## config.mk

```make
export PLATFORM = sky130hd
export DESIGN_NAME = combat_referee
export DESIGN_NICKNAME = d
export VERILOG_FILES = /design/src/rtl/combat_pkg.sv /design/src/rtl/hitstun_timer.sv /design/src/rtl/combat_referee.sv
export SDC_FILE = /design/constraint.sdc
export NUM_CORES = 1
export LEC_CHECK = 0
export ABC_AREA = 1
export CAP_MARGIN = 25
export CORE_ASPECT_RATIO = 0.7
export CORE_MARGIN = 2
export CORE_UTILIZATION = 58
export DETAILED_ROUTE_END_ITERATION = 8
export PLACE_DENSITY_LB_ADDON = 0.05
export SYNTH_ARGS = -nofsm -noshare
export SYNTH_HDL_FRONTEND = slang
export SYNTH_SLANG_ARGS = --single-unit
```

## constraint.sdc

```tcl
create_clock -name clk -period 7.99 [get_ports clk]
set_input_delay 0.799 -clock clk [delete_from_list [all_inputs] [get_ports clk]]
set_output_delay 0.799 -clock clk [all_outputs]
set_load 0.03 [all_outputs]
```

## src/rtl/combat_pkg.sv

```systemverilog
// Shared encodings, geometry constants and winner helpers for the fighter round referee.
package combat_pkg;

    typedef enum logic [1:0] {
        PH_COUNTDOWN = 2'd0,
        PH_FIGHT     = 2'd1,
        PH_KO        = 2'd2,
        PH_OVER      = 2'd3
    } phase_e;

    typedef enum logic [1:0] {
        WIN_NONE = 2'd0,
        WIN_P1   = 2'd1,
        WIN_P2   = 2'd2,
        WIN_DRAW = 2'd3
    } winner_e;

    localparam int SPRITE_W = 64;
    localparam int HEALTH_W = 3;
    localparam int DIST_W   = 11;

    function automatic logic [HEALTH_W-1:0] health_dec(input logic [HEALTH_W-1:0] h);
        return (h == {HEALTH_W{1'b0}}) ? h : h - {{(HEALTH_W-1){1'b0}}, 1'b1};
    endfunction

    // Called only once at least one health has reached zero.
    function automatic winner_e ko_winner(input logic [HEALTH_W-1:0] p1_h,
                                          input logic [HEALTH_W-1:0] p2_h);
        winner_e w;
        if ((p1_h == {HEALTH_W{1'b0}}) && (p2_h == {HEALTH_W{1'b0}})) begin
            w = WIN_DRAW;
        end else if (p2_h == {HEALTH_W{1'b0}}) begin
            w = WIN_P1;
        end else begin
            w = WIN_P2;
        end
        return w;
    endfunction

    function automatic winner_e timeout_winner(input logic [HEALTH_W-1:0] p1_h,
                                               input logic [HEALTH_W-1:0] p2_h);
        winner_e w;
        if (p1_h > p2_h) begin
            w = WIN_P1;
        end else if (p2_h > p1_h) begin
            w = WIN_P2;
        end else begin
            w = WIN_DRAW;
        end
        return w;
    endfunction

endpackage

```

## src/rtl/hitstun_timer.sv

```systemverilog
// Per-player hitstun down-counter: loads on a hit, counts down on frame ticks, busy while nonzero.
module hitstun_timer #(
    parameter int FRAMES = 12
) (
    input  logic clk,
    input  logic reset,
    input  logic tick_i,
    input  logic load_i,
    input  logic clear_i,
    output logic busy_o
);

    localparam int CNT_W = $clog2(FRAMES + 1);

    logic [CNT_W-1:0] cnt_q;
    logic [CNT_W-1:0] cnt_d;

    // Next count: clear beats load beats the per-tick decrement.
    always_comb begin
        cnt_d = cnt_q;
        if (clear_i) begin
            cnt_d = {CNT_W{1'b0}};
        end else if (tick_i && load_i) begin
            cnt_d = CNT_W'(FRAMES);
        end else if (tick_i && (cnt_q != {CNT_W{1'b0}})) begin
            cnt_d = cnt_q - CNT_W'(1);
        end else begin
            cnt_d = cnt_q;
        end
    end

    // Counter register.
    always_ff @(posedge clk) begin
        if (reset) begin
            cnt_q <= {CNT_W{1'b0}};
        end else begin
            cnt_q <= cnt_d;
        end
    end

    assign busy_o = (cnt_q != {CNT_W{1'b0}});

endmodule

```

## src/rtl/combat_referee.sv

```systemverilog
// Round controller and hit arbiter for the two-player fighter.
// Optional fight time limit is built in when ROUND_TIMER_EN is defined.
module combat_referee
    import combat_pkg::*;
#(
    parameter int REACH            = 32,
    parameter int HEALTH_MAX       = 3,
    parameter int HITSTUN_FRAMES   = 12,
    parameter int COUNTDOWN_FRAMES = 180,
`ifdef ROUND_TIMER_EN
    parameter int ROUND_FRAMES     = 5940,
`endif
    parameter int KO_HOLD_FRAMES   = 120
) (
    input  logic                clk,
    input  logic                reset,
    input  logic                frame_tick,
    input  logic [9:0]          p1_x,
    input  logic [9:0]          p2_x,
    input  logic                p1_active,
    input  logic                p2_active,
    output logic                p1_en,
    output logic                p2_en,
    output logic                p1_stun,
    output logic                p2_stun,
    output logic [HEALTH_W-1:0] p1_health,
    output logic [HEALTH_W-1:0] p2_health,
    output logic [1:0]          phase,
    output logic [1:0]          winner,
    output logic [1:0]          hit_pulse,
    output logic [6:0]          round_secs
);

    localparam int PH_CNT_MAX = (COUNTDOWN_FRAMES > KO_HOLD_FRAMES) ? COUNTDOWN_FRAMES : KO_HOLD_FRAMES;
    localparam int PH_CNT_W   = $clog2(PH_CNT_MAX + 1);

    phase_e                phase_q, phase_d;
    winner_e               winner_q, winner_d;
    logic [PH_CNT_W-1:0]   ph_cnt_q, ph_cnt_d;
    logic [HEALTH_W-1:0]   p1_health_q, p1_health_d;
    logic [HEALTH_W-1:0]   p2_health_q, p2_health_d;
    logic                  p1_done_q, p1_done_d;
    logic                  p2_done_q, p2_done_d;
    logic [1:0]            hit_pulse_q, hit_pulse_d;

    logic [DIST_W-1:0]     p1_front_s;
    logic [DIST_W-1:0]     p2_left_s;
    logic [DIST_W-1:0]     dist_s;
    logic                  in_range_s;
    logic                  p1_hits_s, p2_hits_s;
    logic                  p1_stun_s, p2_stun_s;
    logic                  stun_clear_s;

`ifdef ROUND_TIMER_EN
    localparam int RND_W = $clog2(ROUND_FRAMES + 1);
    logic [RND_W-1:0]      round_q, round_d;
`endif

    // Gap between P1's front edge and P2's left edge; overlapping sprites count as zero.
    assign p1_front_s = {1'b0, p1_x} + DIST_W'(SPRITE_W);
    assign p2_left_s  = {1'b0, p2_x};
    assign dist_s     = (p2_left_s > p1_front_s) ? (p2_left_s - p1_front_s) : {DIST_W{1'b0}};
    assign in_range_s = (dist_s <= DIST_W'(REACH));

    assign p1_hits_s = (phase_q == PH_FIGHT) & p1_active & in_range_s & ~p1_done_q & ~p2_stun_s;
    assign p2_hits_s = (phase_q == PH_FIGHT) & p2_active & in_range_s & ~p2_done_q & ~p1_stun_s;

    assign stun_clear_s = (phase_d == PH_KO) || (phase_d == PH_OVER);

    hitstun_timer #(.FRAMES(HITSTUN_FRAMES)) u_p1_stun (
        .clk     (clk),
        .reset   (reset),
        .tick_i  (frame_tick),
        .load_i  (p2_hits_s),
        .clear_i (stun_clear_s),
        .busy_o  (p1_stun_s)
    );

    hitstun_timer #(.FRAMES(HITSTUN_FRAMES)) u_p2_stun (
        .clk     (clk),
        .reset   (reset),
        .tick_i  (frame_tick),
        .load_i  (p1_hits_s),
        .clear_i (stun_clear_s),
        .busy_o  (p2_stun_s)
    );

    // Next-state: hit resolution, health, and round phase sequencing on each frame tick.
    always_comb begin
        phase_d     = phase_q;
        winner_d    = winner_q;
        ph_cnt_d    = ph_cnt_q;
        p1_health_d = p1_health_q;
        p2_health_d = p2_health_q;
        p1_done_d   = p1_done_q;
        p2_done_d   = p2_done_q;
        hit_pulse_d = 2'b00;
`ifdef ROUND_TIMER_EN
        round_d     = round_q;
`endif
        if (frame_tick) begin
            hit_pulse_d = {p2_hits_s, p1_hits_s};
            // Done latches the current swing and releases once the attack goes inactive.
            p1_done_d   = p1_active & (p1_done_q | p1_hits_s);
            p2_done_d   = p2_active & (p2_done_q | p2_hits_s);
            p1_health_d = p2_hits_s ? health_dec(p1_health_q) : p1_health_q;
            p2_health_d = p1_hits_s ? health_dec(p2_health_q) : p2_health_q;
            case (phase_q)
                PH_COUNTDOWN: begin
                    if (ph_cnt_q == PH_CNT_W'(COUNTDOWN_FRAMES - 1)) begin
                        phase_d  = PH_FIGHT;
                        ph_cnt_d = {PH_CNT_W{1'b0}};
`ifdef ROUND_TIMER_EN
                        round_d  = RND_W'(ROUND_FRAMES);
`endif
                    end else begin
                        ph_cnt_d = ph_cnt_q + PH_CNT_W'(1);
                    end
                end
                PH_FIGHT: begin
`ifdef ROUND_TIMER_EN
                    round_d = (round_q != {RND_W{1'b0}}) ? round_q - RND_W'(1) : round_q;
`endif
                    if ((p1_health_d == {HEALTH_W{1'b0}}) || (p2_health_d == {HEALTH_W{1'b0}})) begin
                        phase_d  = PH_KO;
                        winner_d = ko_winner(p1_health_d, p2_health_d);
                        ph_cnt_d = {PH_CNT_W{1'b0}};
`ifdef ROUND_TIMER_EN
                    end else if (round_q <= RND_W'(1)) begin
                        phase_d  = PH_KO;
                        winner_d = timeout_winner(p1_health_d, p2_health_d);
                        ph_cnt_d = {PH_CNT_W{1'b0}};
`endif
                    end else begin
                        phase_d = PH_FIGHT;
                    end
                end
                PH_KO: begin
                    if (ph_cnt_q == PH_CNT_W'(KO_HOLD_FRAMES - 1)) begin
                        phase_d  = PH_OVER;
                        ph_cnt_d = {PH_CNT_W{1'b0}};
                    end else begin
                        ph_cnt_d = ph_cnt_q + PH_CNT_W'(1);
                    end
                end
                PH_OVER: begin
                    phase_d = PH_OVER;
                end
                default: begin
                    phase_d  = PH_COUNTDOWN;
                    ph_cnt_d = {PH_CNT_W{1'b0}};
                end
            endcase
        end else begin
            hit_pulse_d = 2'b00;
        end
    end

    // State registers; reset aborts the round from any phase.
    always_ff @(posedge clk) begin
        if (reset) begin
            phase_q     <= PH_COUNTDOWN;
            winner_q    <= WIN_NONE;
            ph_cnt_q    <= {PH_CNT_W{1'b0}};
            p1_health_q <= HEALTH_W'(HEALTH_MAX);
            p2_health_q <= HEALTH_W'(HEALTH_MAX);
            p1_done_q   <= 1'b0;
            p2_done_q   <= 1'b0;
            hit_pulse_q <= 2'b00;
`ifdef ROUND_TIMER_EN
            round_q     <= {RND_W{1'b0}};
`endif
        end else begin
            phase_q     <= phase_d;
            winner_q    <= winner_d;
            ph_cnt_q    <= ph_cnt_d;
            p1_health_q <= p1_health_d;
            p2_health_q <= p2_health_d;
            p1_done_q   <= p1_done_d;
            p2_done_q   <= p2_done_d;
            hit_pulse_q <= hit_pulse_d;
`ifdef ROUND_TIMER_EN
            round_q     <= round_d;
`endif
        end
    end

    assign p1_en     = (phase_q == PH_FIGHT) & ~p1_stun_s;
    assign p2_en     = (phase_q == PH_FIGHT) & ~p2_stun_s;
    assign p1_stun   = p1_stun_s;
    assign p2_stun   = p2_stun_s;
    assign p1_health = p1_health_q;
    assign p2_health = p2_health_q;
    assign phase     = phase_q;
    assign winner    = winner_q;
    assign hit_pulse = hit_pulse_q;
`ifdef ROUND_TIMER_EN
    assign round_secs = 7'(round_q / RND_W'(60));
`else
    assign round_secs = 7'd0;
`endif

endmodule

```

**Word level (Yosys, flattened, before mapping)**

Cells that the tools add are included.

- Reduce and logical (&&, ||, !) cells: 23
- Add/subtract/negate cells: 7
- Bitwise logic cells: 19
- Muxes and demuxes: 20
- Order comparisons: 2
- Eq/ne operators: 8

Operators with widths:

| kind | number |
|---|---|
| two-way mux 8 bit | 3 |
| one-hot mux 8 bit (3 select lines) | 1 |
| two-way mux 4 bit | 4 |
| AND 1 bit | 12 |
| logical NOT 3 bit | 4 |
| two-way mux 2 bit | 6 |
| two-way mux 3 bit | 4 |
| adder 10 x 7 -> 11 bit, second input constant | 1 |
| > comparator 10 x 11 -> 1 bit | 1 |
| less-or-equal comparator 11 x 6 -> 1 bit, second input constant | 1 |
| two-way mux 11 bit | 1 |
| subtractor 10 x 11 -> 11 bit | 1 |
| adder 8 x 1 -> 8 bit, second input constant | 1 |
| equality test 2 bit, second input constant | 4 |
| equality test 8 x 7 -> 1 bit, second input constant | 1 |
| equality test 8 bit, second input constant | 1 |
| one-hot mux 2 bit (4 select lines) | 1 |
| nonzero test 4 bit | 2 |
| subtractor 4 x 1 -> 4 bit, second input constant | 2 |
| AND reduction 3 bit | 2 |
| OR reduction 3 bit | 2 |
| subtractor 3 x 1 -> 3 bit, second input constant | 2 |
| logical AND 1 bit | 5 |
| inverter 1 bit | 5 |
| 8 further kinds | 12 |

- Register bits after elaboration: 30
- Output and inout port bits: 23
- Logic and storage cells: 91
- Input port bits: 25

**Depth between registers and ports, before layout**

Gate-level depths: netlist of the first run.

- Depth after elaboration: 16
- Gate-level depth with buffers: 25
- Mapped depth without buffers: 25

**Cells and area by module**

Synthesis of the first run repeated with hierarchy kept, for this count alone.

- Cell total of the unflattened synthesis: 418
- Area, all modules: 2663.8 µm²

Modules (own cells, without submodules):

| module | sequential area each (µm²) | area an instance (µm²) | instances | cells each |
|---|---|---|---|---|
| combat_referee | 440.4 | 2173.3 | 1 | 346 |
| hitstun_timer | 80.1 | 245.2 | 2 | 36 |

**Worst setup path before layout of the first run**

Ideal clock, no wire load.

- Path kind: input -> register
- From: input port p1_x[6]
- To: register ph_cnt_q[2]
- Arrival time: 3.044 ns
- Data required time: 7.874 ns
- Path buffers: 1
- Cell stages on the path: 22
- Setup slack: 4.831 ns
- Cell sequence: ha_1 > xnor2_1 > ha_1 > nand2_1 > inv_1 > a21oi_1 > nand3_1 > nand2_1 > nand3_1 > nor2_2 > nand2_2 > nand2_4 > nand2_4 > nand2_1 > nand2_1 > nor2_2 > nand2_2 > nand3_4 > nand2_4 > buf_12 > o21ai_2 > a21oi_2

- Longest elaborated chain between the ends: 12

RTL lines:

| item | line | text |
|---|---|---|
| start, declared | combat_referee.sv:18 | `input logic [9:0] p1_x,` |
| adder 10 x 7 -> 11 bit * | combat_referee.sv:60 | `assign p1_front_s = {1'b0, p1_x} + DIST_W'(SPRITE_W);` |
| subtractor 10 x 11 -> 11 bit or > comparator 10 x 11 -> 1 bit (tied branches) | combat_referee.sv:62 | `assign dist_s = (p2_left_s > p1_front_s) ? (p2_left_s - p1_front_s) : {DIST_W{1'b0}};` |
| two-way mux 11 bit * | combat_referee.sv:62 |  |
| less-or-equal comparator 11 x 6 -> 1 bit * | combat_referee.sv:63 | `assign in_range_s = (dist_s <= DIST_W'(REACH));` |
| AND 1 bit (on tied branches) (3 in a row) | combat_referee.sv:66, combat_referee.sv:65 |  |
| two-way mux 3 bit (on tied branches) | combat_referee.sv:106, combat_referee.sv:107 |  |
| logical NOT 3 bit | combat_referee.sv:124 | `if ((p1_health_d == {HEALTH_W{1'b0}}) \|\| (p2_health_d == {HEALTH_W{1'b0}})) begin` |
| logical OR 1 bit * | combat_referee.sv:124 |  |
| inequality test 2 x 1 -> 1 bit (no line) * | -- |  |
| AND reduction 3 bit (no line) * | -- |  |
| end signal, assigned | combat_referee.sv:164 | `ph_cnt_q <= {PH_CNT_W{1'b0}};` |
| end signal, assigned | combat_referee.sv:176 | `ph_cnt_q <= ph_cnt_d;` |
| end, declared | combat_referee.sv:39 | `logic [PH_CNT_W-1:0] ph_cnt_q, ph_cnt_d;` |

Every way passes the cells marked *; elsewhere a longest branch is shown, timed or not.
A chain may end at the register's enable or synchronous reset.

**Worst setup path after layout of the first run**

- From: input port p1_x[6]
- To: register ph_cnt_q[1]

The elaborated chain is that of the path after synthesis.

==> insert_results.sql, run 1 <==
INSERT INTO impl_metrics (metric_group, metric, value, unit) VALUES
('timing', 'timing_max_transition_violations_final', '0', ''),
('critical_path', 'worst_r2r_path_depth', '12', ''),
('critical_path', 'cp-end-kind', 'flop', ''),
('critical_path', 'path_max_fanout', '11', ''),
('timing', 'whs', '0.493', 'ns'),
('finish', 'antennaDiodeCount', '0', ''),
('die', 'core_area', '4400', 'um^2'),
('route', 'average_wire_length_per_cell_after_detail_routing', '12.3', 'um'),
('global_routing', 'gr-total-overflow', '0', ''),
('yosys', 'synth_cells', '411', ''),
('route', 'post_drt_antenna_nets', '0', ''),
('worst_hold_path', 'min_delay_path_depth', '2', ''),
('critical_path', 'worst-path-buf-inv', '2', ''),
('placement', 'portBuffers', '40', ''),
('yosys', 'synth.ff_latch_count', '30', ''),
('placement', 'gp_routability_congestion', '0.890', ''),
('route', 'drt-total-wl', '6230', 'um'),
('timing', 'setup_violations', '0', ''),
('placement', 'placedInstanceArea', '3100', 'um^2'),
('power', 'power.total', '0.671', 'mW'),
('power', 'leakagePower', '1.51', 'nW'),
('yosys', 'netlist-cell-type-count', '38', ''),
('clocking', 'clk_path_buf_depth', '2', ''),
('clocking', 'clock_tree.root_cell', 'sky130_fd_sc_hd__clkbuf_8', ''),
('clocking', 'cts_repair_resize_count', '0', ''),
('power', 'vdd_ir_drop_max', '0.279', 'mV'),
('route', 'post-route-drc-count', '0', ''),
('yosys', 'synthesis.yosys.warnings', '0', ''),
('critical_path', 'setup.worst_path.start_class', 'primary input', ''),
('clocking', 'ctsHtreeMaxLevel', '2', ''),
('finish', 'nFillCells', '352', ''),
('die', 'floorplan.initialDensity', '61.2', '%'),
('timing', 'slew-limit-headroom', '38.0', '%'),
('route', 'drt-initial-drc-count', '132', ''),
('route', 'num_vias', '2693', ''),
('timing', 'finalClockSkew', '0.00970', 'ns'),
('clocking', 'cts-buffers-inserted', '5', ''),
('clocking', 'cts_setup_buffers', '0', ''),
('critical_path', 'worst_ep_required_time', '8.20', 'ns'),
('critical_path', 'worstPathArrival', '3.96', 'ns'),
('critical_path', 'cp_slowest_stage_delay', '0.46', 'ns'),
('timing', 'fmax_achieved', '267', 'MHz'),
('clocking', 'tritoncts_num_sinks', '30', ''),
('run_status', 'outcome', 'finished, final reports clean', ''),
('yosys', 'postSynthAreaPerCell', '6.56', 'um^2'),
('critical_path', 'cp_top_family', 'simple AND/OR/NAND/NOR gates', ''),
('timing', 'finalSetupTns', '0', 'ns'),
('placement', 'dpl.hpwl', '4890', 'um'),
('timing', 'timing.final.hold_violations', '0', ''),
('die', 'design.die.area', '5220', 'um^2'),
('global_routing', 'grt_first_pass_wirelength', '10300', 'um'),
('die', 'die_x', '85.5', 'um'),
('finish', 'area_growth', '20.1', '%'),
('finish', 'post_route_cells_drive_above_1_share', '10.2', '%'),
('yosys', 'synth_seq_area_share', '22.3', '%'),
('critical_path', 'setup.worst_path.class', 'primary input to flop', ''),
('global_routing', 'total_global_route_track_usage', '25.2', '%'),
('global_routing', 'antenna_violations_before_repair', '0', ''),
('clocking', 'tritoncts', 'yes', ''),
('timing', 'finalCritPeriodShare', '46.8', '%'),
('die', 'height_of_the_die', '61.0', 'um'),
('clocking', 'clock_latency', '0.29', 'ns'),
('global_routing', 'grt_pass1_vias', '2287', ''),
('route', 'vias_per_cell', '5.31', ''),
('finish', 'design_area', '3240', 'um^2'),
('worst_hold_path', 'hp-class', 'flop to flop', ''),
('yosys', 'netlist_area', '2700', 'um^2'),
('die', 'boundaryPins', '48', ''),
('die', 'core.rowCount', '20', ''),
('timing', 'timing.final.crit_period', '3.74', 'ns'),
('critical_path', 'critical-path-slowest-cell', 'sky130_fd_sc_hd__clkdlybuf4s50_1', ''),
('clocking', 'holdBufCountCts', '0', ''),
('power', 'power.density_cell_area', '207', 'nW/um^2'),
('run', 'cap_viol_max_count', '0', ''),
('finish', 'final_net_count', '501', ''),
('critical_path', 'cp.depth', '22', ''),
('critical_path', 'worst_path_most_repeated_cell', 'sky130_fd_sc_hd__nand2_1', ''),
('timing', 'worstMarginPinSlew', '0.927', 'ns'),
('route', 'drt_pass1_iterations', '5', ''),
('clocking', 'clkSlewWorstSetupHoldPaths', '0.07', 'ns'),
('critical_path', 'worstPathCellList', 'clkdlybuf4s50_1 > ha_1 > xnor2_1 > ha_1 > nand2_1 > nor2_1 > nand3_1 > nand3_1 > nand2_1 > nand2_1 > nand2_1 > nor2_2 > nand2_2 > nand2_4 > nand2_1 > o21ai_1 > nand3_2 > nand3_4 > nand2_4 > inv_2 > nand3_1 > a21oi_2', ''),
('global_routing', 'grt_start_max_net_pins', '21', ''),
('timing', 'rsz_0062_raised_after_global_routing', 'false', '');
[sequential cells by signal (all words and copies together), names as in the netlist]
register	cells
hit_pulse	2
ph_cnt_q	8
u_p2_stun.cnt_q	4
winner	2
p1_health	3
p2_done_q	1
p1_done_q	1
phase	2
p2_health	3
u_p1_stun.cnt_q	4
[power breakdown]
part | switching (mW) | total, mW | internal, mW | leakage [nW]
clock network | 0.0618 | 0.195 | 0.133 | 0.0714
logic | 0.183 | 0.292 | 0.109 | 1.20
registers | 0.0139 | 0.184 | 0.170 | 0.244
[routing by layer]
| layer | vias to the layer above | track usage [%] | share of wire (%) |
|---|---|---|---|
| li1 | 1398 | - | - |
| met2 | 109 | 36.4 | 40 |
| met3 | 4 | 6.03 | 9.2 |
| met4 | 0 | 6.80 | 0.85 |
| met5 | - | 0 | 0 |
| met1 | 1182 | 37.6 | 50 |
[synth_stat cells (all sizes together)]
master,number,area [um^2]
nand3b,2,15.0
a211oi,2,15.0
a221oi,2,17.5
clkbuf,4,15.0
nor2,44,170
inv,75,282
a21o,1,7.51
o311ai,1,8.76
nor3,7,35.0
xor2,7,61.3
nand2,99,429
fa,1,20.0
conb,1,3.75
nor4,5,37.5
o21ai,15,86.3
buf,9,76.3
and3,1,6.26
xnor2,2,17.5
ha,24,300
nand4,12,75.1
o41ai,1,8.76
dfxtp,30,601
a31o,1,8.76
o211ai,5,37.5
a21oi,27,169
nand3,33,193
[worst register-to-register path, cell delays in order, from the launching register on]
cell and delay (ns):
sky130_fd_sc_hd__dfxtp_1 0.37, sky130_fd_sc_hd__inv_1 0.10, sky130_fd_sc_hd__ha_1 0.27, sky130_fd_sc_hd__inv_1 0.16
sky130_fd_sc_hd__nor4_1 0.69, sky130_fd_sc_hd__nand2_1 0.16, sky130_fd_sc_hd__o21ai_1 0.19, sky130_fd_sc_hd__nand3_2 0.16
sky130_fd_sc_hd__nand3_4 0.12, sky130_fd_sc_hd__nand2_4 0.14, sky130_fd_sc_hd__inv_2 0.13, sky130_fd_sc_hd__nand3_1 0.09
sky130_fd_sc_hd__a21oi_2 0.12
[logic make-up after synthesis]
kind of cell / synth area share (%)
XOR/XNOR: 2.92
flip-flops: 22.3
AND/OR/NAND/NOR: 35.6
buffers and inverters: 13.8
AO/OA/AOI/OAI: 13.3
adder cells (fa/ha/maj): 11.9
other: 0.139
[cells in the final DEF, fill, tap and decap left out, drive strengths merged]
cell type / netlist / layout
nand3b: 2 / 2
clkdlybuf4s50: 0 / 40
nand3: 33 / 33
a21o: 1 / 1
ha: 24 / 24
nand2: 99 / 99
xnor2: 2 / 2
clkbuf: 4 / 6
nand4: 12 / 12
nor4: 5 / 5
inv: 75 / 75
o41ai: 1 / 1
and3: 1 / 1
o311ai: 1 / 1
a211oi: 2 / 2
nor2: 44 / 44
fa: 1 / 1
o21ai: 15 / 15
a31o: 1 / 1
dfxtp: 30 / 30
xor2: 7 / 7
nor3: 7 / 7
o211ai: 5 / 5
bufinv: 0 / 2
a21oi: 27 / 27
conb: 1 / 7
a221oi: 2 / 2
[metrics by stage]
stage	cells	util, %	worst slack, ns
6_report	507	73.6	4.25
3_5_place_dp	499	70.3	3.98
3_3_place_gp	499	70.3	4.09
2_1_floorplan	417	-	4.83
4_1_cts	507	73.6	4.28
5_1_grt	507	73.6	3.99
[path summary, 6_finish.rpt]
check / startpoint / end / slack (ns)
setup / recovery: p1_x[6] / ph_cnt_q[1] / 4.25
hold reg to reg: ph_cnt_q[5] / ph_cnt_q[5] / 0.49
hold / removal: ph_cnt_q[5] / ph_cnt_q[5] / 0.49
setup reg to reg: phase[1] / ph_cnt_q[1] / 5.21
[layout make-up]
class	instances	area [um^2]	area share [%]
Tap cell	55	68.8	2.12
Clock buffer	6	82.6	2.55
Sequential cell	30	601	18.5
Inverter	75	282	8.69
Clock inverter	2	60.1	1.85
Timing Repair Buffer	40	400	12.4
Multi-Input combinational cell	299	1750	53.9
No activity file was read; power rests on OpenSTA's default activity.
==> inputs of run 2 (changes only) <==
Settings changed: CORE_UTILIZATION 58 to 48.
Clock period 7.99 ns to 3.3 ns, I/O delays scaled along.
==> run 2 against run 1 <==
Cell count rose by 6.9%; global-route usage fell by 3.3 points; clock power rose by 140%; critical path type unchanged; critical endpoint is now ph_cnt_q[0].
==> insert_results.sql, run 2 (synthesized netlist as in run 1, its figures left out) <==
INSERT INTO impl_metrics (metric_group, metric, value, unit) VALUES
('finish', 'max_ffs_per_register', '8', ''),
('global_routing', 'grt_pass1_vias', '2394', ''),
('finish', 'area_growth', '29.5', '%'),
('die', 'core.rowCount', '22', ''),
('critical_path', 'setup.worst_path.class', 'primary input to flop', ''),
('clocking', 'clock_tree.root_cell', 'sky130_fd_sc_hd__clkbuf_8', ''),
('critical_path', 'timing.rr.start', 'phase[1]', ''),
('clocking', 'cts-buffers-inserted', '5', ''),
('route', 'drt_pass1_iterations', '4', ''),
('timing', 'finalCritPeriodShare', '91.8', '%'),
('critical_path', 'cp-end-kind', 'flop', ''),
('clocking', 'clk_path_buf_depth', '2', ''),
('global_routing', 'antenna_violations_before_repair', '0', ''),
('run', 'cap_viol_max_count', '0', ''),
('timing', 'worstMarginPinSlew', '1.01', 'ns'),
('timing', 'timing.final.crit_period', '3.03', 'ns'),
('critical_path', 'worst_ep_required_time', '3.48', 'ns'),
('clocking', 'clkSlewWorstSetupHoldPaths', '0.07', 'ns'),
('timing', 'timing_max_transition_violations_final', '0', ''),
('timing', 'rsz_0062_raised_after_global_routing', 'false', ''),
('finish', 'final_core_utilization', '65.4', '%'),
('critical_path', 'worstPathCellList', 'clkdlybuf4s50_1 > buf_4 > xnor2_1 > ha_1 > nand2_2 > inv_1 > a21oi_2 > nand3_1 > nand2_1 > nand3_1 > nor2_2 > nand2_2 > nand2_4 > nand2_4 > nand2_1 > nand2_1 > nor2_2 > nand2_2 > nand3_4 > nand2_4 > buf_4 > o21ai_2 > a21oi_2', ''),
('route', 'post-route-drc-count', '0', ''),
('critical_path', 'ff2ff_setup_slack', '0.44', 'ns'),
('route', 'drt-total-wl', '6500', 'um'),
('timing', 'finalSetupTns', '0', 'ns'),
('worst_hold_path', 'min_delay_path_depth', '2', ''),
('power', 'vdd_ir_drop_max', '0.216', 'mV'),
('finish', 'post_route_cells_drive_above_1_share', '17.0', '%'),
('placement', 'gp_routability_congestion', '0.925', ''),
('power', 'leakagePower', '1.62', 'nW'),
('clocking', 'ctsHtreeMaxLevel', '2', ''),
('die', 'core_area', '5340', 'um^2'),
('worst_hold_path', 'hp-class', 'flop to flop', ''),
('critical_path', 'critical-path-slowest-cell', 'sky130_fd_sc_hd__clkdlybuf4s50_1', ''),
('route', 'post_drt_antenna_nets', '0', ''),
('die', 'height_of_the_die', '66.7', 'um'),
('critical_path', 'worstPathArrival', '3.21', 'ns'),
('critical_path', 'cp_slowest_stage_delay', '0.43', 'ns'),
('timing', 'setup_violations', '0', ''),
('run_status', 'outcome', 'finished, final reports clean', ''),
('clocking', 'tritoncts', 'yes', ''),
('placement', 'portBuffers', '40', ''),
('timing', 'fmax_achieved', '330', 'MHz'),
('finish', 'final_net_count', '519', ''),
('die', 'die_x', '93.6', 'um'),
('finish', 'reg.largest.list', 'ph_cnt_q (8), u_p1_stun.cnt_q (4), u_p2_stun.cnt_q (4)', ''),
('critical_path', 'setup.worst_path.start_class', 'primary input', ''),
('global_routing', 'total_global_route_track_usage', '21.9', '%'),
('die', 'floorplan.initialDensity', '50.5', '%'),
('timing', 'timing.final.hold_violations', '0', ''),
('timing', 'slew-limit-headroom', '32.0', '%'),
('clocking', 'holdBufCountCts', '0', ''),
('route', 'num_vias', '2694', ''),
('critical_path', 'worst_r2r_endpoint', 'u_p2_stun.cnt_q[0]', ''),
('route', 'drt-initial-drc-count', '192', ''),
('power', 'power.density_cell_area', '479', 'nW/um^2'),
('global_routing', 'gr-total-overflow', '0', ''),
('critical_path', 'path_max_fanout', '8', ''),
('global_routing', 'grt_first_pass_wirelength', '10800', 'um'),
('finish', 'final-instance-count-excl-fill', '542', ''),
('finish', 'layout_common_cells', '76 x sky130_fd_sc_hd__nand2_1, 74 x sky130_fd_sc_hd__inv_1, 40 x sky130_fd_sc_hd__nor2_1', ''),
('critical_path', 'worst_r2r_path_depth', '14', ''),
('finish', 'design_area', '3490', 'um^2'),
('finish', 'antennaDiodeCount', '0', ''),
('placement', 'place.detailed.instances', '534', ''),
('global_routing', 'grt_start_max_net_pins', '21', ''),
('clocking', 'tritoncts_num_sinks', '30', ''),
('clocking', 'clock_latency', '0.29', 'ns'),
('placement', 'placedInstanceArea', '3270', 'um^2'),
('placement', 'dpl.hpwl', '5040', 'um'),
('timing', 'finalClockSkew', '0.00806', 'ns'),
('route', 'vias_per_cell', '4.97', ''),
('die', 'design.die.area', '6240', 'um^2'),
('worst_hold_path', 'holdPathEnd', 'p1_done_q', ''),
('finish', 'register_with_the_most_flip_flops', 'ph_cnt_q', ''),
('finish', 'layout_commonest_cell', 'sky130_fd_sc_hd__nand2_1', ''),
('critical_path', 'worst-path-buf-inv', '4', ''),
('critical_path', 'cp_top_family', 'simple AND/OR/NAND/NOR gates', ''),
('die', 'boundaryPins', '48', ''),
('route', 'average_wire_length_per_cell_after_detail_routing', '12.0', 'um'),
('worst_hold_path', 'hold_path.startpoint', 'p1_done_q', '');
[run 2: what timing repair did]
item                       CTS  global route
setup endpoints to repair    0            20
hold endpoints to repair     0             0
setup buffers                0             0
resized for setup            0            21
[run 2: how the worst max path moves through the flow]
stage | start | depth (start not counted) | slack (ns) | endpoint
2_1_floorplan | p1_x[6] | 22 | 0.61 | ph_cnt_q[2]
5_1_grt | p2_x[0] | 23 | 0.02 | u_p2_stun.cnt_q[0]
4_1_cts | p1_x[6] | 21 | 0.15 | ph_cnt_q[0]
3_5_place_dp | p1_x[6] | 21 | -0.14 | ph_cnt_q[0]
3_3_place_gp | p1_x[6] | 24 | -0.03 | ph_cnt_q[0]
6_report | p1_x[8] | 23 | 0.27 | ph_cnt_q[0]
[run 2: tightest hold or removal path: cells and delay by family, from the launching register on]
family	cells	cell delay, ns
buf+inv	1	0.05
flops	1	0.31
compound gates	1	0.06
[run 2: where the power goes]
part | total, mW | internal [mW] | leakage [nW] | switching (mW)
clock network | 0.471 | 0.322 | 0.0714 | 0.149
registers | 0.448 | 0.413 | 0.244 | 0.0349
logic | 0.753 | 0.298 | 1.31 | 0.456
total | 1.67 | 1.03 | 1.62 | 0.639
[run 2: metal layers]
metal | share of wire [%] | vias to the layer above | global-route usage, %
li1 | - | 1434 | -
met1 | 52 | 1171 | 32.3
met2 | 39 | 81 | 32.2
met3 | 7.8 | 8 | 4.75
met4 | 0.94 | 0 | 5.25
met5 | 0 | - | 0
[run 2: area by class of cell]
class	instances	area [um^2]
fill	508	1850
multi-input combinational	299	1820
sequential	30	601
timing repair buffer	58	553
inverter	75	282
tap	72	90.1
clock buffer	6	82.6
clock inverter	2	60.1
[run 2: per-stage QoR]
| step | power, mW | hold WS, ns | setup WS, ns |
|---|---|---|---|
| after floorplan | 0.969 | 0.447 | 0.610 |
| after global placement | 1.17 | 0.458 | -0.0278 |
| after detailed placement | 1.18 | 0.469 | -0.142 |
| after CTS | 1.66 | 0.479 | 0.150 |
| after global routing | 1.79 | 0.500 | 0.0179 |
| final | 1.67 | 0.477 | 0.269 |
==> inputs of run 3 (changes only) <==
Settings changed: CTS_CLUSTER_DIAMETER set to 60.
==> results of run 3 <==
The final DEF is identical to that of run 2; final timing and power are the same.
==> edit 1, RTL diff (flow settings as in run 3) <==
Remove the register `hit_pulse_q`: a continuous assignment takes its place, so the output `hit_pulse` follows one clock earlier.
--- a/src/rtl/combat_referee.sv
+++ b/src/rtl/combat_referee.sv
@@ -168,3 +168,2 @@
             p2_done_q   <= 1'b0;
-            hit_pulse_q <= 2'b00;
 `ifdef ROUND_TIMER_EN
@@ -180,3 +179,2 @@
             p2_done_q   <= p2_done_d;
-            hit_pulse_q <= hit_pulse_d;
 `ifdef ROUND_TIMER_EN
@@ -186,2 +184,4 @@
     end
+
+    assign hit_pulse_q = hit_pulse_d;
 
Formal check against the unedited RTL: same outputs for any inputs over 10 cycles, from zero or initial values and one cycle with reset high; that may be too few to reach the edited logic, so the function may still have changed.
==> edit 1 against run 3 <==
Sequential cell count is 2 lower; sequential power is 9.2% lower; design area is 6.2% lower; clock power is 54% lower; worst hold slack better by 22 ps; register-to-register slack worse by 80 ps; global-route usage is 0.67 points lower; wire length is 5.5% lower; setup slack worse by 85 ps; die area is 5.2% lower; total power is 23% lower; area after synthesis is 5.4% lower; critical path type is now input pin to primary output; largest cell class unchanged.
==> edit 1: results (changes against run 3) <==
- The family with the most delay on the worst path is buffers and inverters (was simple AND/OR/NAND/NOR gates).
- The detailed router's first-iteration violation count is 172 (was 192).
- The worst endpoint data arrival time is 2790 ps (was 3210 ps).
- Outcome: completed (unchanged).
- Cell types with the largest area share after synthesis: sky130_fd_sc_hd__dfxtp_1, sky130_fd_sc_hd__nand2_1, sky130_fd_sc_hd__ha_1 (unchanged).
- The via count of the first global-routing pass is 2,302 (was 2,394).
- The HPWL reported at the end of detailed placement is 4790 µm (was 5040 µm).
- The remaining max-slew budget at the tightest pin is 24.0% (was 32.0%).
- Largest registers: ph_cnt_q x8, u_p1_stun.cnt_q x4, u_p2_stun.cnt_q x4 (unchanged).
- The clock-pin slew reported for the worst setup and hold paths after clock tree synthesis is 100 ps (was 70 ps).
- The switching power total is 0.536 mW (was 0.639 mW).
- The maximum number of pins on one net before global-route repair came to 18 (was 21).
- The total clock buffers created by CTS was 3 (was 5).
- The distinct cell type count after synthesis came to 37 (was 38).
- The register area share after synthesis is 22.0% (was 22.3%).
- The post-synthesis cell count is 405 (was 411).
- The final net count is 509 (was 519).
- The final RePlAce weighted congestion is 0.855 (was 0.925).
- The cell count after placement is 525 (was 534).
- The all-layer global routing usage is 21.2% (was 21.9%).
- The port buffer count is 40 (unchanged).
- The delay of the slowest cell on the worst path is around 440 ps.
- The H-tree depth is 1 (was 2).
- The maximum VDD drop is 0.423 mV (was 0.216 mV).
- The worst clock skew was 4.86 ps (was 8.06 ps).
- Commonest cells in the netlist: sky130_fd_sc_hd__nand2_1, sky130_fd_sc_hd__inv_1, sky130_fd_sc_hd__nor2_1, sky130_fd_sc_hd__dfxtp_1, sky130_fd_sc_hd__nand3_1 (unchanged).
- The clock share of power is 16.8% (was 28.2%).
- The number of vias per cell came to 4.84 (was 4.97).
- The leakage power of the design is 1.56 nW (was 1.62 nW).
- The routed via count was 2,563 (was 2,694).
- The share of power burned in registers is 31.7% (was 26.8%).
- The highest fanout seen on the critical path is 7 (was 8).
- The global-route wire length before repair is 10,400 µm (was 10,800 µm).
- The clock reaches the later pin of the worst-skew pair after about 280 ps.
- The routed length per placed instance is 11.6 µm (was 12.0 µm).
- The ratio of cells with drive above 1 in the final layout is 15.7% (was 17.0%).
- The power drawn by the clock network came to 0.217 mW (was 0.471 mW).
edit 1: kinds of logic (layout without fill, tap and decap cells):
| family | Yosys count | after routing | share of synthesized area [%] |
|---|---|---|---|
| other cells | 1 | 7 | 0.147 |
| compound gates | 57 | 57 | 12.7 |
| buf+inv | 90 | 137 | 14.6 |
| xor+xnor | 9 | 9 | 3.09 |
| simple gates | 195 | 195 | 35.0 |
| fa+ha+maj | 25 | 25 | 12.6 |
| flops | 28 | 28 | 22.0 |
edit 1: cell type report:
cell class | count | area (µm²)
inverter | 76 | 285
clock buffer | 4 | 55.1
multi-input combinational | 293 | 1750
fill | 494 | 1900
tap | 72 | 90.1
timing repair buffer | 57 | 537
sequential | 28 | 561
edit 1: worst paths after layout:
kind                            startpoint           end  slack, ps  cells past startpoint
worst max-delay path               p1_x[7]  hit_pulse[0]        180                     17
worst min-delay path             winner[0]     winner[0]        500                      2
worst max register to register    phase[0]   ph_cnt_q[4]        360                     12
worst min register to register   winner[0]     winner[0]        500                      2
edit 1: routing by layer:
metal / track usage (%) / up-vias / share of wire, %
met5: 0 / - / 0
met4: 3.60 / 0 / 0.65
met3: 3.60 / 5 / 5.6
met2: 32.7 / 62 / 41
met1: 31.4 / 1101 / 53
li1: - / 1395 / -
edit 1: stage by stage:
stage	hold WS [ps]	util [%]	setup WS [ps]	instance area (µm²)
3_3_place_gp	483	59.7	-35.7	3090
4_1_cts	495	60.9	34.0	3150
2_1_floorplan	456	-	422	2570
3_5_place_dp	481	59.7	-124	3090
6_report	499	63.3	184	3280
5_1_grt	532	63.3	-69.5	3280
edit 1: what timing repair did:
item                                    4_1_cts  5_1_grt
pin swaps                                     0       19
resized for setup                             1       34
cloned                                        0        0
buffers inserted                              0        1
endpoints found under the setup margin        1       21
==> edit 2, RTL diff (flow settings as in run 3) <==
Without the edit above. Change the parameter `COUNTDOWN_FRAMES` from 180 to 360.
--- a/src/rtl/combat_referee.sv
+++ b/src/rtl/combat_referee.sv
@@ -8,3 +8,3 @@
     parameter int HITSTUN_FRAMES   = 12,
-    parameter int COUNTDOWN_FRAMES = 180,
+    parameter int COUNTDOWN_FRAMES = 360,
 `ifdef ROUND_TIMER_EN
Function: no difference found for any inputs over 10 cycles, from zero or initial values and one cycle with reset high; that may be too few to reach the edited logic, so the function may still have changed.
==> edit 2 against run 3 <==
Highest routed layer unchanged; sequential cell count rose by 1; area after synthesis fell by 1.5%; total power fell by 8.9%; wire length fell by 1.9%; combinational power fell by 2.8%; setup slack got worse by 7.1 ps; critical endpoint is now ph_cnt_q[4]; design area fell by 3.1%; first-iteration DRC count fell by 15%.
==> edit 2: results (changes against run 3) <==
- The routed length per placed instance is 11.9 µm (was 12.0 µm).
- The launching point of the worst reg2reg path is phase[0] (was phase[1]).
- The worst clock skew was 6.79 ps (was 8.06 ps).
- The via count of the first global-routing pass was 2,352 (was 2,394).
- The number of vias per cell is 4.89 (was 4.97).
- The internal reg-to-reg setup slack is 730 ps (was 440 ps).
- The all-layer global routing usage is 21.9% (about the same).
- The cell count of the worst reg-to-reg path is 12 (was 14).
- The maximum number of pins on one net before global-route repair is 19 (was 21).
- The ratio of cells with drive above 1 in the final layout is 15.4% (was 17.0%).
- The cell count after placement is 524 (was 534).
- Commonest cells in the netlist: sky130_fd_sc_hd__nand2_1, sky130_fd_sc_hd__inv_1, sky130_fd_sc_hd__nor2_1, sky130_fd_sc_hd__nand3_1, sky130_fd_sc_hd__dfxtp_1 (was sky130_fd_sc_hd__nand2_1, sky130_fd_sc_hd__inv_1, sky130_fd_sc_hd__nor2_1, sky130_fd_sc_hd__dfxtp_1, sky130_fd_sc_hd__nand3_1).
- The final RePlAce weighted congestion came to 0.850 (was 0.925).
- The H-tree depth is 2 (unchanged).
- The global-route wire length before repair is 10,800 µm (about the same).
- The remaining max-slew budget at the tightest pin is 63.1% (was 32.0%).
- The master of the slowest instance on the critical path is sky130_fd_sc_hd__clkdlybuf4s50_1 (unchanged).
- The leakage power of the design is 1.64 nW (was 1.62 nW).
- The register area share after synthesis was 23.4% (was 22.3%).
- The distinct cell type count after synthesis was 42 (was 38).
- The source of the worst hold timing path is ph_cnt_q[0] (was p1_done_q).
- Cell types with the largest area share after synthesis: sky130_fd_sc_hd__dfxtp_1, sky130_fd_sc_hd__nand2_1, sky130_fd_sc_hd__ha_1 (unchanged).
- The total wire length after detailed routing is 6380 µm (was 6500 µm).
- The maximum VDD drop is 0.475 mV (was 0.216 mV).
- Outcome: completed (unchanged).
- The highest fanout seen on the critical path is 12 (was 8).
- The detailed router's first-iteration violation count was 164 (was 192).
- The post-synthesis cell count came to 403 (was 411).
- The endpoint of the worst hold path is ph_cnt_q[0] (was p1_done_q).
- The endpoint of the most critical register-to-register path was ph_cnt_q[4] (was u_p2_stun.cnt_q[0]).
- The final net count came to 511 (was 519).
- The number of fill cells in the layout came to 492 (was 508).
- The instance area after placement is 3200 µm² (was 3270 µm²).
==> edit 2: changes by cell type in the layout (fill, tap and decap cells not counted), sizes merged, moves of 3 or more <==
cell / change
xnor2: +4
nor2: +3
inv: -7
xor2: -3
nand4: -6
==> edit 2: worst max-delay path by stage <==
stage | start | endpoint | slack (ps) | cells after the start
6_report | p1_x[7] | ph_cnt_q[4] | 260 | 21
3_3_place_gp | p2_x[0] | ph_cnt_q[0] | -50 | 24
2_1_floorplan | p2_x[0] | ph_cnt_q[3] | 570 | 24
5_1_grt | p1_x[7] | u_p2_stun.cnt_q[1] | 1 | 22
3_5_place_dp | p2_x[0] | ph_cnt_q[0] | -120 | 24
4_1_cts | p1_x[6] | ph_cnt_q[0] | 190 | 20
==> edit 2: logic make-up (layout without fill, tap and decap cells) <==
logic type      Yosys count  count (layout)  share of synthesized area, %
simple gates            198             198                          35.4
buf+inv                  80             133                          12.6
compound gates           58              58                          13.1
flops                    31              31                          23.4
fa+ha+maj                25              25                          12.1
xor+xnor                 10              10                          3.30
other cells               1               7                         0.141
==> edit 2: layer usage <==
metal	vias up	track usage [%]	share of wire, %
met1	1134	33.8	56
met4	0	3.31	0.16
met3	2	4.45	6.1
met2	79	31.3	38
met5	-	0	0
li1	1395	-	-
==> edit 2: worst max-delay path, delay by kind of cell <==
kind	cells	cell delay, ps
compound gates	3	370
fa+ha+maj	2	640
buf+inv	2	480
simple gates	14	1380
==> edit 2: stage by stage <==
step	hold WS, ps	util (%)	total power [mW]	TNS (ps)	setup slack (ps)
finish	493	64.0	1.52	0	262
floorplan	456	-	0.978	0	569
global placement	471	60.6	1.17	-161	-46.0
global route	525	64.0	1.65	0	1.41
CTS	495	62.5	1.52	0	190
detailed placement	484	60.6	1.18	-1210	-117
==> edit 2: final cells by class <==
class                      instances  area [µm²]  share of cell area, %
multi-input combinational        298        1780                   52.7
sequential                        31         621                   18.3
tap                               72        90.1                   2.66
timing repair buffer              57         536                   15.8
clock buffer                       8         100                   2.96
inverter                          68         255                   7.54
==> edit 2: power breakdown <==
| group | internal, mW | total, mW | switching (mW) | leakage [nW] |
|---|---|---|---|---|
| sequential | 0.425 | 0.462 | 0.0367 | 0.253 |
| combinational | 0.285 | 0.732 | 0.447 | 1.33 |
| clock | 0.190 | 0.329 | 0.139 | 0.0515 |
==> edit 2: what timing repair did <==
item / 4_1_cts / 5_1_grt
resized for setup: 0 / 20
buffers inserted: 0 / 2
setup endpoints to repair: 0 / 18
